--- config.mk ---
export PLATFORM = sky130hd
export DESIGN_NAME = fixed_to_floating_conversion_flat
export DESIGN_NICKNAME = d
export VERILOG_FILES = /design/src/rtl/fixed_to_floating_conversion_if.sv /design/src/rtl/fixed_to_floating_conversion.sv /design/src/flat_wrapper.sv
export SDC_FILE = /design/constraint.sdc
export NUM_CORES = 1
export LEC_CHECK = 0
export CORE_MARGIN = 5
export CORE_UTILIZATION = 42
export DETAILED_ROUTE_END_ITERATION = 10
export HOLD_SLACK_MARGIN = 0.03
export PLACE_DENSITY = 0.78
export SLEW_MARGIN = 20
export SYNTH_ARGS = -nofsm -noshare
export SYNTH_HDL_FRONTEND = slang
export SYNTH_SLANG_ARGS = --single-unit
--- constraint.sdc ---
create_clock -name clk -period 1.8 [get_ports clk]
set_input_delay 0.36 -clock clk [delete_from_list [all_inputs] [get_ports clk]]
set_output_delay 0.36 -clock clk [all_outputs]
set_load 0.05 [all_outputs]
--- src/rtl/fixed_to_floating_conversion_if.sv ---
// Handshake bundle between the fixed-point datapath and the fixed-to-float converter.
// The master drives the operand and start; the slave returns the packed float, ready and busy.
interface fixed_to_floating_conversion_if #(
   parameter int DATA_WIDTH = 32
);
   logic [DATA_WIDTH-1:0] fixed_point_input;
   logic                  start_fixed_to_floating_conversion;
   logic [DATA_WIDTH-1:0] floating_point_output;
   logic                  floating_point_number_ready;
   logic                  busy;

   modport master (
      output fixed_point_input,
      output start_fixed_to_floating_conversion,
      input  floating_point_output,
      input  floating_point_number_ready,
      input  busy
   );

   modport slave (
      input  fixed_point_input,
      input  start_fixed_to_floating_conversion,
      output floating_point_output,
      output floating_point_number_ready,
      output busy
   );
endinterface

--- src/rtl/fixed_to_floating_conversion.sv ---
// Unsigned Q(INTEGER).(FRACTION) to IEEE-754 single, one normalising shift per clock.
// FIXED_TO_FLOAT_ROUND_NEAREST_EN selects round-to-nearest-even in PACK; default truncates.
module fixed_to_floating_conversion #(
   parameter int DATA_WIDTH = 32,
   parameter int M          = 23,
   parameter int E          = 8,
   parameter int BIAS       = (2**(E-1))-1,
   parameter int INTEGER    = 10,
   parameter int FRACTION   = 22,
   parameter int CNT_W      = $clog2(DATA_WIDTH)
) (
   input  logic                          clk,
   input  logic                          reset,
   fixed_to_floating_conversion_if.slave bus
);

   if (INTEGER + FRACTION != DATA_WIDTH) begin : g_bad_format
      $error("INTEGER + FRACTION must equal DATA_WIDTH");
   end

   typedef enum logic [1:0] {
      S_IDLE,
      S_NORMALIZE,
      S_PACK,
      S_DONE
   } state_t;

   // Exponent of a leading one at the MSB; each shift lowers it by one.
   localparam logic [E:0] EXP_BASE = (E+1)'(DATA_WIDTH - 1 - FRACTION + BIAS);

   state_t                r_state;
   state_t                w_next_state;
   logic [DATA_WIDTH-1:0] r_shift_reg;
   logic [CNT_W-1:0]      r_cnt;
   logic                  r_zero_flag;
   logic [DATA_WIDTH-1:0] r_float;
   logic                  r_ready;

   logic                  w_is_zero;
   logic                  w_msb_set;
   logic [E:0]            w_exponent;
   logic [M-1:0]          w_mantissa;
   logic [E:0]            w_exp_final;
   logic [M-1:0]          w_mant_final;
   logic [DATA_WIDTH-1:0] w_packed;

   assign w_is_zero  = (r_shift_reg == '0);
   assign w_msb_set  = r_shift_reg[DATA_WIDTH-1];
   assign w_exponent = EXP_BASE - {{(E+1-CNT_W){1'b0}}, r_cnt};
   assign w_mantissa = r_shift_reg[DATA_WIDTH-2 -: M];

`ifdef FIXED_TO_FLOAT_ROUND_NEAREST_EN
   logic       w_guard;
   logic       w_sticky;
   logic       w_round_up;
   logic [M:0] w_mant_sum;

   assign w_guard      = r_shift_reg[DATA_WIDTH-2-M];
   assign w_sticky     = |r_shift_reg[DATA_WIDTH-3-M:0];
   assign w_round_up   = w_guard & (w_sticky | w_mantissa[0]);
   assign w_mant_sum   = {1'b0, w_mantissa} + {{M{1'b0}}, w_round_up};
   // A carry out of the mantissa leaves it all-zero and bumps the exponent.
   assign w_mant_final = w_mant_sum[M-1:0];
   assign w_exp_final  = w_exponent + {{E{1'b0}}, w_mant_sum[M]};
`else
   assign w_mant_final = w_mantissa;
   assign w_exp_final  = w_exponent;
`endif

   assign w_packed = {1'b0, w_exp_final[E-1:0], w_mant_final};

   a_exp_in_range: assert property (@(posedge clk) disable iff (!reset)
      (r_state == S_PACK) |-> !w_exp_final[E]);

   // NOTE: sequential state uses non-blocking (<=) so every flop samples pre-edge values.
   always_ff @(posedge clk or negedge reset) begin
      if (!reset) begin
         r_state <= S_IDLE;
      end else begin
         r_state <= w_next_state;
      end
   end

   // NOTE: next state defaults to the current state first, so no path infers a latch.
   always_comb begin
      w_next_state = r_state;
      case (r_state)
         S_IDLE: begin
            if (bus.start_fixed_to_floating_conversion) begin
               w_next_state = S_NORMALIZE;
            end
         end
         S_NORMALIZE: begin
            if (w_is_zero || w_msb_set) begin
               w_next_state = S_PACK;
            end
         end
         S_PACK:  w_next_state = S_DONE;
         S_DONE:  w_next_state = S_IDLE;
         default: w_next_state = S_IDLE;
      endcase
   end

   // NOTE: every datapath register is reset, so an abort leaves no stale operand or result.
   always_ff @(posedge clk or negedge reset) begin
      if (!reset) begin
         r_shift_reg <= '0;
         r_cnt       <= '0;
         r_zero_flag <= 1'b0;
         r_float     <= '0;
         r_ready     <= 1'b0;
      end else begin
         r_ready <= (r_state == S_DONE);
         case (r_state)
            S_IDLE: begin
               if (bus.start_fixed_to_floating_conversion) begin
                  r_shift_reg <= bus.fixed_point_input;
                  r_cnt       <= '0;
                  r_zero_flag <= 1'b0;
               end
            end
            S_NORMALIZE: begin
               if (w_is_zero) begin
                  r_zero_flag <= 1'b1;
               end else if (!w_msb_set) begin
                  r_shift_reg <= r_shift_reg << 1;
                  r_cnt       <= r_cnt + 1'b1;
               end
            end
            S_PACK: begin
               r_float <= r_zero_flag ? '0 : w_packed;
            end
            default: ;
         endcase
      end
   end

   assign bus.floating_point_output       = r_float;
   assign bus.floating_point_number_ready = r_ready;
   assign bus.busy                        = (r_state != S_IDLE);

endmodule
--- src/flat_wrapper.sv ---
// flat-port wrapper written by rule: the top's interface ports become plain ports
module fixed_to_floating_conversion_flat 
#(
   parameter int DATA_WIDTH = 32,
   parameter int M          = 23,
   parameter int E          = 8,
   parameter int BIAS       = (2**(E-1))-1,
   parameter int INTEGER    = 10,
   parameter int FRACTION   = 22,
   parameter int CNT_W      = $clog2(DATA_WIDTH)
)
  (clk, reset, bus_fixed_point_input, bus_start_fixed_to_floating_conversion, bus_floating_point_output, bus_floating_point_number_ready, bus_busy);
  fixed_to_floating_conversion_if #(.DATA_WIDTH(DATA_WIDTH)) bus_i ();
  input  logic clk;
  input  logic reset;
  input wire logic [$bits(bus_i.fixed_point_input)-1:0] bus_fixed_point_input;
  input wire logic [$bits(bus_i.start_fixed_to_floating_conversion)-1:0] bus_start_fixed_to_floating_conversion;
  output wire logic [$bits(bus_i.floating_point_output)-1:0] bus_floating_point_output;
  output wire logic [$bits(bus_i.floating_point_number_ready)-1:0] bus_floating_point_number_ready;
  output wire logic [$bits(bus_i.busy)-1:0] bus_busy;
  assign bus_i.fixed_point_input = bus_fixed_point_input;
  assign bus_i.start_fixed_to_floating_conversion = bus_start_fixed_to_floating_conversion;
  assign bus_floating_point_output = bus_i.floating_point_output;
  assign bus_floating_point_number_ready = bus_i.floating_point_number_ready;
  assign bus_busy = bus_i.busy;
  fixed_to_floating_conversion #(.DATA_WIDTH(DATA_WIDTH), .M(M), .E(E), .BIAS(BIAS), .INTEGER(INTEGER), .FRACTION(FRACTION), .CNT_W(CNT_W)) u_core (.clk(clk), .reset(reset), .bus(bus_i));
endmodule
# Word level (Yosys, flattened, before mapping)
# Cells that the tools add are included.
dict set report word_totals {
  regBits 73
  input_bits 35
  out_inout_bits 34
  word_cells 41
}
dict set report classes {
  addsub 2
  n_eq_ne 8
  muxes 15
  reduce_logical 9
}
# op count
set op_table {}
lappend op_table {{$mux W32} 3}
lappend op_table {{$pmux W32 S2} 1}
lappend op_table {{$logic_not A32 Y1} 1}
lappend op_table {{$mux W31} 1}
lappend op_table {{$mux W5} 3}
lappend op_table {{$pmux W5 S2} 1}
lappend op_table {{$pmux W2 S4} 1}
lappend op_table {{$sub A8 B5 Y8 const A} 1}
lappend op_table {{$ne A2 B2 Y1 const B} 3}
lappend op_table {{$reduce_and A3 Y1} 2}
lappend op_table {{$add A5 B1 Y5 const B} 1}
lappend op_table {{$eq A2 B2 Y1 const B} 2}
lappend op_table {{$mux W2} 2}
lappend op_table {{$ne A2 B1 Y1 const B} 2}
lappend op_table {{$reduce_and A4 Y1} 1}
lappend op_table {{$reduce_bool A2 Y1} 2}
lappend op_table {{$eq A2 B1 Y1 const B} 1}
lappend op_table {{$logic_not A2 Y1} 1}
lappend op_table {{$mux W1} 2}
lappend op_table {{$pmux W1 S2} 1}
lappend op_table {{$reduce_and A2 Y1} 1}
lappend op_table {{$logic_or A1 B1 Y1} 1}

# Logic depth before layout (Yosys ltp)
dict set report logic_depth {
  depth_word 4
  ltp_mapped 7
  ltp_nobuf 6
}

# Worst setup path before layout
# Ideal clock, no wire load.
dict set report synth_path {
  path_kind {register to register}
  startpoint {reg u_core.r_state[0]}
  endpoint {reg u_core.r_cnt[2]}
  setup_time_ns 0.110
  arrival_ns 1.704
  t_required_ns 1.690
  slack_ns -0.015
  path_stages_with_launch 8
  n_path_buf 1
  period_less_slack_ns 1.815
  cell_sequence {dfrtp_1 > inv_1 > ha_1 > mux2_2 > nand2b_1 > clkbuf_1 > o311ai_0 > o41ai_1}
}
dict set report synth_between {
  elab_chain_len 3
  word_cells_on_any_way 8
  classes_between {eq/ne (4); mux (1); reduce/logical (3)}
}
# element line
set synth_lines {}
lappend synth_lines {{start, declared} fixed_to_floating_conversion.sv:31} ;# state_t r_state;
lappend synth_lines {{start signal, assigned} fixed_to_floating_conversion.sv:80} ;# r_state <= w_next_state;
lappend synth_lines {{$eq A2 B1 Y1 / $logic_not A2 Y1 (equally long branches)} fixed_to_floating_conversion.sv:114} ;# case (r_state)
lappend synth_lines {{$ne A2 B2 Y1 (no line) / $reduce_bool A2 Y1 (equally long branches)} --}
lappend synth_lines {{$reduce_and A4 Y1 (no line)} --}
lappend synth_lines {{end signal, assigned} fixed_to_floating_conversion.sv:127} ;# r_cnt <= r_cnt + 1'b1;
lappend synth_lines {{end, declared} fixed_to_floating_conversion.sv:34} ;# logic [CNT_W-1:0] r_cnt;
# Several ways; a longest one is shown, not always the timed one.
# A chain may end at the register's enable or synchronous reset.

# Worst setup path in the final report
dict set report layout_path {
  startpoint {reg u_core.r_shift_reg[30]}
  endpoint {reg u_core.r_state[1]}
}
dict set report layout_between {
  elab_chain_len 4
}
# element line
set layout_lines {}
lappend layout_lines {{start, declared} fixed_to_floating_conversion.sv:33} ;# logic [DATA_WIDTH-1:0] r_shift_reg;
lappend layout_lines {{start signal, assigned} fixed_to_floating_conversion.sv:117} ;# r_shift_reg <= bus.fixed_point_input;
lappend layout_lines {{start signal, assigned} fixed_to_floating_conversion.sv:126} ;# r_shift_reg <= r_shift_reg << 1;
lappend layout_lines {{$logic_not A32 Y1} fixed_to_floating_conversion.sv:47} ;# assign w_is_zero = (r_shift_reg == '0);
lappend layout_lines {{$logic_or A1 B1 Y1} fixed_to_floating_conversion.sv:94} ;# if (w_is_zero || w_msb_set) begin
lappend layout_lines {{$ne A2 B1 Y1 (no line)} --}
lappend layout_lines {{$reduce_and A2 Y1 (no line)} --}
# No other way between the ends.

==> reports/results.ini <==
[finish]
fin_nets = 479
final_cell_area_um2 = 5300
drive_gt1_share_pct = 40.0
num_antenna_cells = 0
final_common_cell = buf_4
layout_common_cells = buf_4 (77), dfrtp_1 (72), inv_1 (34), clkdlybuf4s50_1 (33)
largest_reg_flops = 32
syn_to_final_growth_pct = 54.1
fin_util_pct = 65.5

[timing]
period_share_pct = 108
max_freq_mhz = 516
min_period_ns = 1.94
fin_worst_skew_ns = 0.0175
rsz0062_at_grt = yes
hold_violations = 0
final-setup-viol-count = 38
setup_ws_ns = -0.138
drv_slew = 0
whs_ns = 0.411

[drt]
dr.pass1.iters = 4
drc = 0
vias = 3043
avgRoutedWirePerCell_um = 18.9
drt_iter0_markers = 173
wl_um = 10300
via_per_inst = 5.56
ant_nets = 0

[global_routing]
grt_max_degree = 65
grt_pass1_vias = 3148
antenna_found_initial = 0
grt_usage_pct = 19.0
grt_overflow = 0
grt_pass1_wl_um = 15300

[min_path]
min_path_type = input pin to asynchronous set/reset pin

[power_and_ir_drop]
power.total_w = 0.0116
powerDensity_nw_per_um2 = 2190
ir_drop_mv = 0.978
leakage_nw = 2.30

[critical_path]
reg2reg_depth = 6
startpoint_type = flip-flop
cp.required_ns = 2.03
timing.rr.end = u_core.r_state[1]
cp.arrival_ns = 2.16
startpoint = u_core.r_shift_reg[30]
reg2reg_from = u_core.r_shift_reg[30]
path_max_fanout = 5
crit_type = flip-flop to flip-flop
crit_end = u_core.r_state[1]
r2r_slack_ns = -0.14
end_kind = flip-flop

[synth]
synthMuxAreaShare_pct = 1.35
ys_seq_area_share_pct = 52.4
synth_compound_area_share_pct = 24.5
yosys.area_share.simple_pct = 11.3
synthXorXnorAreaFrac_pct = 0.510
ys_ff_latch = 72
syn_area_per_cell_um2 = 10.9
yosysWarningCount = 0
synth_async_sr_flop_share_pct = 100
synthFlopType = dfrtp_1
synth_cell_types = 45
synth_fa_ha_area_share_pct = 2.55
netlist_instances = 316
synth.cell_area_um2 = 3440
synth_edf_count = 0
syn_nets = 358
synth_top_family_by_area = compound AO/OA/AOI/OAI gates

[cts]
cts_tree = done
cts_max_level = 3
cts_buffers = 9
root_buffer = clkbuf_8
clkSinkCount = 72
clkLatencyLatePin_ns = 0.35
path_clk_slew_ns = 0.08
cts.path.max_buffers = 2

[floorplan]
ios = 69
die_h_um = 100
die_x_um = 100
die_area_um2 = 10100
core_area_um2 = 8090
rows = 33
initial_core_util_pct = 42.5

[placed_design]
gp_congestion = 0.833
port_buffers = 67
placed_cell_area_um2 = 4500
post-dp-hpwl_um = 5960

[outcome]
violations = setup timing
status = finished, violations left

[run]
cap_violations = 0

[metal layers]
layer | part of all wire, % | track usage, %
met4 | 2.6 | 6.74
met5 | 0 | 0
met2 | 50 | 31.2
met1 | 42 | 25.1
met3 | 5.7 | 3.60
[what timing repair did]
| item | 4_1_cts | 5_1_grt |
|---|---|---|
| buffers inserted | 1 | 2 |
| gates resized for setup | 21 | 48 |
| hold buffers | 1 | 0 |
| gates cloned | 3 | 3 |
| setup endpoints to repair | 38 | 38 |
| pin swaps | 15 | 38 |
| endpoints found under the hold margin | 8 | 0 |
[cell usage after synthesis, types with 2 or more instances]
cell | count | area [µm²]
dfrtp_1 | 72 | 1800
o22ai_1 | 37 | 231
inv_1 | 34 | 128
nand3b_1 | 23 | 173
o21ai_0 | 23 | 115
a2bb2oi_1 | 21 | 184
clkbuf_1 | 17 | 63.8
a21oi_1 | 10 | 50.1
ha_1 | 7 | 87.6
nand2_1 | 7 | 26.3
nand2b_1 | 5 | 31.3
nor4_1 | 5 | 31.3
buf_6 | 4 | 45.0
nand3_1 | 4 | 20.0
nor4_2 | 3 | 37.5
a22o_1 | 2 | 17.5
a2bb2oi_2 | 2 | 30.0
mux2i_1 | 2 | 20.0
nand4_2 | 2 | 25.0
nor2_1 | 2 | 7.51
nor3_1 | 2 | 10.0
o211ai_1 | 2 | 15.0
o21a_1 | 2 | 15.0
o21ai_2 | 2 | 17.5
o22ai_2 | 2 | 25.0
o2bb2ai_1 | 2 | 17.5
o31ai_1 | 2 | 15.0
or3_1 | 2 | 12.5
or4_1 | 2 | 15.0
[where the power goes]
group	internal (W)	switching (W)	total (W)
clock network	0.000929	0.000648	0.00158
logic	0.00304	0.00396	0.00700
registers	0.00240	0.000616	0.00302
total	0.00637	0.00523	0.0116
[worst min-delay path by stage]
stage	startpoint	to	slack, ns
after floorplan	reset	u_core.bus.floating_point_number_ready	0.06
after global placement	reset	u_core.bus.floating_point_output[30]	0.22
final	reset	u_core.bus.floating_point_output[30]	0.41
after detailed placement	reset	u_core.bus.floating_point_output[29]	0.23
after CTS	reset	u_core.bus.floating_point_output[30]	0.42
after global routing	reset	u_core.bus.floating_point_output[30]	0.43
[critical path, stage by stage (launching register included)]
cell and delay, ns:
dfrtp_1 0.43, nor4_4 0.42, nand4_4 0.21, o211ai_4 0.24, buf_12 0.16, o21ai_4 0.07
mux2_4 0.30
[area by class of cell]
class / count / area [µm²]
inverters: 34 / 128
flip-flops and latches: 72 / 1800
well taps: 105 / 131
clock buffers: 10 / 128
multi-input cells: 190 / 1770
repair buffers: 130 / 1220
fillers: 594 / 2800
clock inverters: 6 / 115
[cell families (layout without fill, tap and decap cells)]
group | after synthesis | after routing
other cells | 1 | 1
flops | 72 | 72
compound gates | 116 | 119
xor+xnor | 2 | 2
fa+ha+maj | 7 | 7
simple gates | 57 | 57
mux | 4 | 4
buf+inv | 57 | 180
[through the flow]
stage / worst slack [ns] / cells / TNS (ns)
3_3_place_gp: -0.175 / 521 / -5.50
2_1_floorplan: 0.00531 / 316 / 0
6_report: -0.138 / 547 / -3.13
4_1_cts: -0.0246 / 542 / -0.132
5_1_grt: -0.207 / 547 / -6.40
3_5_place_dp: -0.227 / 521 / -6.58
(Power assumes the default switching activity.)
